===== src/rtl/rx_bit_timer.sv =====
// UART receive bit timer: after an accepted start, issues one shift_strobe per frame bit at a
// configurable point in each bit window, then a single packet_done pulse.
module rx_bit_timer #(
  parameter int unsigned CLKS_PER_BIT = 10,
  parameter int unsigned DATA_BITS    = 8,
  parameter int unsigned PARITY_EN    = 0,
  parameter int unsigned STOP_BITS    = 1,
  parameter int unsigned START_DELAY  = 2,
  parameter int unsigned STROBE_POS   = 10,
  localparam int unsigned N     = DATA_BITS + PARITY_EN + STOP_BITS,
  localparam int unsigned CNT_W = $clog2(CLKS_PER_BIT + 1),
  localparam int unsigned IDX_W = $clog2(N + 1)
) (
  input  logic             clk,
  input  logic             rst,
  input  logic             start,
  input  logic             abort,
  output logic             shift_strobe,
  output logic             packet_done,
  output logic             busy,
  output logic [IDX_W-1:0] bit_index
);

  localparam logic [CNT_W-1:0] CntMax    = CNT_W'(CLKS_PER_BIT);
  localparam logic [CNT_W-1:0] CntStrobe = CNT_W'(STROBE_POS);
  localparam logic [IDX_W-1:0] LastBit   = IDX_W'(N);
  localparam logic [2:0]       DelayLast = 3'(START_DELAY);
  localparam logic             FirstHit  = (STROBE_POS == 1);

  typedef enum logic [1:0] {StIdle, StDelay, StRun, StDone} state_e;

  state_e           state_q;
  logic [CNT_W-1:0] cnt_q;
  logic [CNT_W-1:0] cnt_nxt;
  logic [2:0]       dly_q;

  // Clock counter runs 1..CLKS_PER_BIT and wraps back to 1.
  always_comb begin
    cnt_nxt = CNT_W'(1);
    if (cnt_q != CntMax) cnt_nxt = cnt_q + CNT_W'(1);
  end

  always_ff @(posedge clk) begin
    if (rst || abort) begin
      state_q      <= StIdle;
      cnt_q        <= '0;
      dly_q        <= '0;
      shift_strobe <= 1'b0;
      packet_done  <= 1'b0;
      busy         <= 1'b0;
      bit_index    <= '0;
    end else begin
      case (state_q)
        StIdle: begin
          shift_strobe <= 1'b0;
          packet_done  <= 1'b0;
          bit_index    <= '0;
          if (start) begin
            busy <= 1'b1;
            if (START_DELAY == 0) begin
              state_q      <= StRun;
              cnt_q        <= CNT_W'(1);
              shift_strobe <= FirstHit;
              bit_index    <= IDX_W'(FirstHit);
            end else begin
              state_q <= StDelay;
              dly_q   <= 3'd1;
            end
          end
        end
        StDelay: begin
          if (dly_q == DelayLast) begin
            state_q      <= StRun;
            dly_q        <= '0;
            cnt_q        <= CNT_W'(1);
            shift_strobe <= FirstHit;
            bit_index    <= IDX_W'(FirstHit);
          end else begin
            dly_q <= dly_q + 3'd1;
          end
        end
        StRun: begin
          // The last strobe ends the frame; the rest of that bit window is not timed.
          if (shift_strobe && (bit_index == LastBit)) begin
            state_q      <= StDone;
            cnt_q        <= '0;
            shift_strobe <= 1'b0;
            packet_done  <= 1'b1;
          end else begin
            cnt_q        <= cnt_nxt;
            shift_strobe <= (cnt_nxt == CntStrobe);
            bit_index    <= bit_index + IDX_W'(cnt_nxt == CntStrobe);
          end
        end
        StDone: begin
          state_q     <= StIdle;
          packet_done <= 1'b0;
          busy        <= 1'b0;
          bit_index   <= '0;
        end
        default: begin
          state_q <= StIdle;
        end
      endcase
    end
  end

endmodule


===== config.mk =====
export PLATFORM = sky130hd
export DESIGN_NAME = rx_bit_timer
export DESIGN_NICKNAME = d
export VERILOG_FILES = /design/src/rtl/rx_bit_timer.sv
export SDC_FILE = /design/constraint.sdc
export NUM_CORES = 1
export LEC_CHECK = 0
export ABC_AREA = 1
export BUFFER_PORTS_ARGS = -buffer_cell sky130_fd_sc_hd__buf_2
export CAP_MARGIN = 20
export CORE_MARGIN = 4
export CORE_UTILIZATION = 37
export CTS_BUF_LIST = sky130_fd_sc_hd__clkbuf_4 sky130_fd_sc_hd__clkbuf_8
export CTS_CLUSTER_DIAMETER = 30
export DETAILED_ROUTE_END_ITERATION = 7
export MAX_ROUTING_LAYER = met4
export PLACE_DENSITY_LB_ADDON = 0.12
export SYNTH_ARGS = -nofsm -noshare
export SYNTH_HDL_FRONTEND = slang
export SYNTH_SLANG_ARGS = --single-unit

===== constraint.sdc =====
create_clock -name clk -period 1.5 [get_ports clk]
set_input_delay 0.075 -clock clk [delete_from_list [all_inputs] [get_ports clk]]
set_output_delay 0.075 -clock clk [all_outputs]
set_load 0.05 [all_outputs]

## After elaboration in Yosys (flattened, before gate mapping)

Cells that the tools add are included.

- Input port bits: 4
- Output and inout port bits: 7
- Bits in registers: 16
- Word-level logic and storage cells: 58

- Equality and inequality tests: 11
- Reduce and logical (&&, ||, !) cells: 16
- Multiplexer cells: 21
- Add/sub/neg operators: 3

Operators with widths:

| kind | count |
|---|---|
| 4-bit 2-to-1 mux | 5 |
| 4-bit case mux with 3 select lines | 1 |
| 2-bit AND reduction | 6 |
| 4-bit equality test, second input constant | 2 |
| 2-bit != test, second input constant | 4 |
| 2-bit case mux with 4 select lines | 1 |
| 4-bit case mux with 2 select lines | 1 |
| 2-bit nonzero test | 4 |
| 2-bit 2-to-1 mux | 3 |
| 3-bit 2-to-1 mux | 2 |
| 3-bit case mux with 2 select lines | 1 |
| 4-bit by 1-bit adder with 4-bit output | 1 |
| 4-bit by 1-bit adder with 4-bit output, second input constant | 1 |
| 2-bit equality test, second input constant | 2 |
| 1-bit 2-to-1 mux | 4 |
| 4-bit != test, second input constant | 1 |
| 1-bit case mux with 2 select lines | 2 |
| 3-bit by 1-bit adder with 3-bit output, second input constant | 1 |
| 3-bit by 2-bit equality test with 1-bit output, second input constant | 1 |
| 1-bit case mux with 3 select lines | 1 |
| 3-bit AND reduction | 1 |
| 3-bit nonzero test | 1 |
| 2-bit by 1-bit equality test with 1-bit output, second input constant | 1 |
| 2-bit logical NOT | 1 |
| other kinds (3) | 3 |

## Longest topological paths before layout

Gate-level depths: netlist (run 1).

- Word-level depth: 6
- Gate-level depth with buffers: 11
- Depth with buffers taken out: 11

## Worst setup path before layout (run 1)

Ideal clock, no wire load.

- Kind: flip-flop to flip-flop
- Start point: register bit_index[0]
- End point: register bit_index[2]
- Period minus slack after synthesis: 1.531 ns
- Path buffers: 0
- Slack: -0.031 ns
- Required time: 1.430 ns
- Cell stages (with the launch flop): 9
- Arrival: 1.462 ns
- Cells stage by stage: dfxtp_1 ha_1 ha_1 inv_1 nand2_1 nand2_1 nor2_1 nand3_1 a21oi_1

- Cells in the longest elaborated chain, start to end: 4
- Elaborated cells on any way between the ends: 7
- Classes of those cells: add/sub (1); eq/ne (2); mux (2); reduce/logical (2)

RTL lines:

| what | RTL line | text |
|---|---|---|
| start, declared | 21 | `output logic [IDX_W-1:0] bit_index` |
| start signal, assigned | 64 | `bit_index <= IDX_W'(FirstHit);` |
| start signal, assigned | 77 | `bit_index <= IDX_W'(FirstHit);` |
| start signal, assigned | 92 | `bit_index <= bit_index + IDX_W'(cnt_nxt == CntStrobe);` |
| parallel branches: the longest is 4 deep, another holds 4-bit by 1-bit adder with 4-bit output | - |  |

Several ways; the timed one is not identified. The select of a mux whose other input is x is not followed.
A chain may end at the register's enable or synchronous reset.

## Worst setup path after layout (run 1)

- Start point: register cnt_q[2]
- End point: register bit_index[2]

- Cells in the longest elaborated chain, start to end: 6
- Elaborated cells on any way between the ends: 7
- Classes of those cells: add/sub (2); eq/ne (2); mux (3)

RTL lines:

| what | RTL line | text |
|---|---|---|
| start, declared | 33 | `logic [CNT_W-1:0] cnt_q;` |
| start signal, assigned | 90 | `cnt_q <= cnt_nxt;` |
| 4-bit by 1-bit adder with 4-bit output / 4-bit != test (equally long branches) | 40 | `if (cnt_q != CntMax) cnt_nxt = cnt_q + CNT_W'(1);` |
| 4-bit 2-to-1 mux * | 40 |  |
| 4-bit equality test * | 92 |  |
| 4-bit by 1-bit adder with 4-bit output * | 92 |  |
| 4-bit 2-to-1 mux * | 84 | `if (shift_strobe && (bit_index == LastBit)) begin` |
| 4-bit case mux with 3 select lines * | 53 | `case (state_q)` |

Mark *: on every way between the ends. The rest lies on a longest branch, timed or not. The select of a mux whose other input is x is not followed.

==> impl_metrics.py, run 1 <==
metrics = {
    "status": {
        "outcome": "finished, final reports clean",
    },
    "final_layout": {
        "fin_area_um2": 1220,
        "drive_gt1_share_pct": 26.47,
        "fin_nets": 182,
        "antenna_cells": 0,
        "final_cell_mix": "nand2_1, inv_1, nor2_1, a21oi_1, dfxtp_1",
        "syn_to_final_growth_pct": 19.63,
        "final_common_cell": "nand2_1",
    },
    "floorplan": {
        "rows": 18,
        "die_width_um": 60.50,
        "core-area_um2": 2545,
        "start_util_pct": 40.07,
        "dieArea_um2": 3660,
        "die_h_um": 60.50,
        "io_pins": 11,
    },
    "clock_network": {
        "numCtsBuffers": 3,
        "cts_tree": "built",
        "clk_pin_slew_worst_paths_ps": 110,
        "cts_buffer_depth": 2,
        "cts-root-buf": "clkbuf_4",
        "clk_latency_ps": 290,
        "htreeDepth": 1,
        "cts_hold_buf": 0,
        "cts.sinks": 16,
    },
    "sta": {
        "rsz0062_at_grt": "yes",
        "fin_hold_ws_ps": 118.5,
        "slew_headroom_pct": 83.48,
        "tightest_slew_ps": 249.5,
        "period_needed_ps": 1362,
        "final_hold_viol_count": 0,
        "skew_ps": 12.02,
        "fin_crit_sh_pct": 90.81,
        "final-max-slew-violation-count": 0,
        "max_freq_mhz": 734.1,
        "setup_violations": 0,
    },
    "critical_path": {
        "cp.required_ps": 1720,
        "cp_data_arrival_time_ps": 1580,
        "start_kind": "register",
        "crit_path_max_fanout": 3,
        "crit_type": "register to register",
        "setup.worst_path.end_class": "register",
    },
    "drt": {
        "finalWirelength_mm": 2.152,
        "drc": 0,
        "antenna_left": 0,
        "drt-initial-drc-count": 43,
        "wl_per_cell_um": 10.76,
        "vias_per_cell": 4.825,
        "vias": 965,
        "drt_pass1_iterations": 4,
    },
    "synthesis": {
        "synth_warnings": 0,
        "synth_top_area_share_pct": 31.41,
        "synth.area.top_cells": "dfxtp_1, nand2_1, ha_1",
        "syn_nets": 163,
        "synth_cells": 152,
        "yosysSeqAreaShare_pct": 31.41,
        "yosysUniqueCellTypes": 22,
        "ys_seq_elements": 16,
        "syn_area_um2": 1020,
        "synth.avg_cell_area_um2": 6.709,
        "yosys.area.top_type": "dfxtp_1",
    },
    "place": {
        "gp_congestion": 0.7831,
        "placed_cell_area_um2": 1124,
        "place_hpwl_mm": 1.661,
        "io_buffers": 10,
    },
    "pwr": {
        "p_leak_nw": 0.5478,
        "power.total_w": 0.0009293,
        "power_density_nw_per_um2": 761.8,
        "ir_worst_vdd_uv": 506.5,
    },
    "global_route": {
        "grt_pass1_vias": 871,
        "grtUsageTotal_pct": 13.68,
        "antenna_found_initial": 0,
        "grt_pass1_wl_mm": 3.657,
        "overflow": 0,
        "grt_max_degree": 11,
    },
    "min_path": {
        "hp-class": "primary input to register",
    },
    "flow_run": {
        "maxCapViolations": 0,
    },
}
[metrics by stage]
step                      instances  setup TNS [ps]  util [%]  worst slack, ps
after floorplan                 152               0         -            107.0
after global placement          195               0     44.15            27.32
after detailed placement        195          -29.50     44.15           -29.50
after CTS                       199               0     45.72            19.81
after global routing            200          -33.79     47.94           -21.81
final                           200               0     47.94            137.8
[Yosys cell counts]
cell	instances
inv_2	1
or2_2	1
nand2_4	1
a21oi_2	1
o21ai_0	5
a21oi_1	11
ha_1	7
nand4_1	2
nor2_1	21
buf_6	2
inv_1	22
a21boi_0	1
nand3_1	8
nand3b_1	2
dfxtp_1	16
nand2_1	39
and3_1	2
clkinv_2	1
nand3_2	3
nor2_2	4
a211oi_1	1
o21ai_4	1
[layer usage]
metal	wire length (um)	global-route usage, %	vias to the layer above
met5	0	-	-
met4	19	1.858	0
met3	94	3.830	2
met2	1073	23.77	14
met1	965	16.13	437
li1	-	-	512
[cell families after synthesis]
family / count (synthesis) / synth area share, %
AO/OA/AOI/OAI: 20 / 11.78
AND/OR/NAND/NOR: 83 / 37.05
flip-flops: 16 / 31.41
buffers and inverters: 26 / 11.16
adder cells (fa/ha/maj): 7 / 8.589
[worst max-delay path, cell delays in order, from the launching register on]
cell     delay (ps)
dfxtp_2         340
inv_2            60
nand2_2          70
nor2_4          140
ha_4            160
ha_4            120
inv_1            30
nand2_1          50
nand2_1          50
nor2_1           80
nand3_1          80
a21oi_1         120
[flip-flops by register name, indices dropped and copies added, names as in the netlist]
signal and flops:
cnt_q 4, packet_done 1, dly_q 3, busy 1, state_q 2, bit_index 4
shift_strobe 1
[timing repair]
action,in CTS,in global routing
pin swaps,0,3
endpoints found under the setup margin,1,13
buffers inserted,0,1
gates resized for setup,2,15
[cell type report]
cell class / instances / area, um2
Fill cell: 272 / 1325
Multi-Input combinational cell: 110 / 630.6
Sequential cell: 16 / 329.1
Timing Repair Buffer: 16 / 95.09
Inverter: 24 / 91.34
Tap cell: 30 / 37.54
Clock buffer: 4 / 36.28
[final timing paths]
path	startpoint	endpoint	slack, ps	depth (start not counted)
setup / recovery	cnt_q[2]	bit_index[2]	140	11
setup reg to reg	cnt_q[2]	bit_index[2]	140	11
hold / removal	start	busy	120	3
hold reg to reg	busy	busy	520	2
[power breakdown]
group | internal, W | leakage [nW] | switching [W]
clock network | 0.000148 | 0.0210 | 0.000145
registers | 0.000437 | 0.132 | 0.0000130
logic | 0.0000676 | 0.395 | 0.000119
(Power assumes the default switching activity.)
==> run 2, diff against run 1 <==
CELL_PAD_IN_SITES_DETAIL_PLACEMENT = 0   (was unset)
CELL_PAD_IN_SITES_GLOBAL_PLACEMENT = 1   (was unset)
==> impl_metrics.py, run 2 (same netlist as run 1, synthesis figures left out) <==
metrics = {
    "status": {
        "outcome": "finished, final reports clean",
    },
    "global_route": {
        "grt_pass1_vias": 870,
        "grt_max_degree": 9,
        "overflow": 0,
        "antenna_found_initial": 0,
        "grtUsageTotal_pct": 13.91,
        "grt_pass1_wl_mm": 3.712,
    },
    "final_layout": {
        "fin_cells": 201,
        "nFillCells": 270,
        "antenna_cells": 0,
        "drive_gt1_share_pct": 27.49,
        "fin_nets": 184,
        "final_cell_mix": "nand2_1, inv_1, nor2_1, a21oi_1",
        "fin_area_um2": 1207,
        "final_common_cell": "nand2_1",
        "syn_to_final_growth_pct": 18.41,
        "postLayoutCoreUtil_pct": 47.44,
        "reg_top3": "bit_index (4), cnt_q (4), dly_q (3)",
    },
    "floorplan": {
        "io_pins": 11,
        "core-area_um2": 2545,
        "die_h_um": 60.50,
        "start_util_pct": 40.07,
        "dieArea_um2": 3660,
        "die_width_um": 60.50,
        "rows": 18,
    },
    "sta": {
        "max_freq_mhz": 722.4,
        "final_hold_viol_count": 0,
        "skew_ps": 1.139,
        "setup_violations": 0,
        "slew_headroom_pct": 83.01,
        "fin_crit_sh_pct": 92.28,
        "final-max-slew-violation-count": 0,
        "period_needed_ps": 1384,
        "tightest_slew_ps": 254.5,
        "fin_hold_ws_ps": 126.5,
    },
    "drt": {
        "drc": 0,
        "wl_per_cell_um": 10.99,
        "antenna_left": 0,
        "vias": 954,
        "drt-initial-drc-count": 38,
        "finalWirelength_mm": 2.209,
        "drt_pass1_iterations": 4,
        "vias_per_cell": 4.746,
    },
    "place": {
        "place_hpwl_mm": 1.746,
        "dp.cells": 197,
        "io_buffers": 10,
        "gp_congestion": 0.7830,
        "placed_cell_area_um2": 1139,
    },
    "critical_path": {
        "setup.worst_path.end_class": "register",
        "crit_path_max_fanout": 5,
        "cp_data_arrival_time_ps": 1600,
        "start_kind": "register",
        "crit_type": "register to register",
        "crit_chain": "inv_1, nand2_2, nor2_4, ha_4, ha_2, inv_1, nand2_1, nand2_1, nor2_1, nand3_1, a21oi_1",
        "cp.required_ps": 1720,
        "slowest_delay_ps": 370,
        "crit_slowest_cell": "dfxtp_4",
    },
    "clock_network": {
        "cts_hold_buf": 0,
        "htreeDepth": 1,
        "cts_tree": "built",
        "numCtsBuffers": 3,
        "cts.sinks": 16,
        "clk_latency_ps": 280,
        "cts-root-buf": "clkbuf_4",
        "cts_buffer_depth": 2,
        "clk_pin_slew_worst_paths_ps": 90,
    },
    "pwr": {
        "p_leak_nw": 0.5501,
        "power_density_nw_per_um2": 720.3,
        "power.total_w": 0.0008697,
        "ir_worst_vdd_uv": 496.1,
    },
    "flow_run": {
        "maxCapViolations": 0,
    },
    "min_path": {
        "hp-class": "primary input to register",
    },
}
==> run 2: metal layers <==
metal	GRT usage, %	up-vias	share of wire, %
met2	22.22	13	45
met4	2.786	0	0.86
li1	-	515	-
met5	-	-	0
met1	17.67	424	50
met3	3.830	2	3.9
==> run 2: path summary, 6_finish.rpt <==
| path | end | from | slack [ps] | depth (start not counted) |
|---|---|---|---|---|
| worst max-delay path | bit_index[2] | cnt_q[1] | 120 | 11 |
| worst min-delay path | busy | start | 130 | 3 |
| worst max register to register | bit_index[2] | cnt_q[1] | 120 | 11 |
| worst min register to register | busy | busy | 510 | 2 |
==> run 2: worst max-delay path, delay by kind of cell (launching register included) <==
family | cells | cell delay [ps]
adder cells (fa/ha/maj) | 2 | 300
AND/OR/NAND/NOR | 6 | 420
AO/OA/AOI/OAI | 1 | 130
flip-flops | 1 | 370
buffers and inverters | 2 | 100
==> run 2: final cells by class <==
class | count | area, um2 | area share (%)
Timing Repair Buffer | 18 | 110.1 | 9.119
Sequential cell | 16 | 330.3 | 27.36
Inverter | 24 | 91.34 | 7.565
Tap cell | 30 | 37.54 | 3.109
Multi-Input combinational cell | 110 | 615.6 | 50.98
Clock buffer | 3 | 22.52 | 1.865
==> run 2: per-stage QoR <==
| stage | setup TNS (ps) | setup WS [ps] |
|---|---|---|
| 2_1_floorplan | 0 | 107.0 |
| 3_3_place_gp | 0 | 26.36 |
| 5_1_grt | -24.75 | -11.82 |
| 4_1_cts | 0 | 1.889 |
| 6_report | 0 | 115.8 |
| 3_5_place_dp | 0 | 18.11 |
==> run 2: what timing repair did <==
item,in CTS,in global routing
pin swaps,0,2
resized for setup,1,14
setup buffers,0,1
endpoints found under the setup margin,1,8
==> run 2: power by group <==
group	internal (W)	switching (W)
logic	0.0000728	0.000120
clock network	0.0000931	0.000133
registers	0.000437	0.0000131
total	0.000603	0.000267
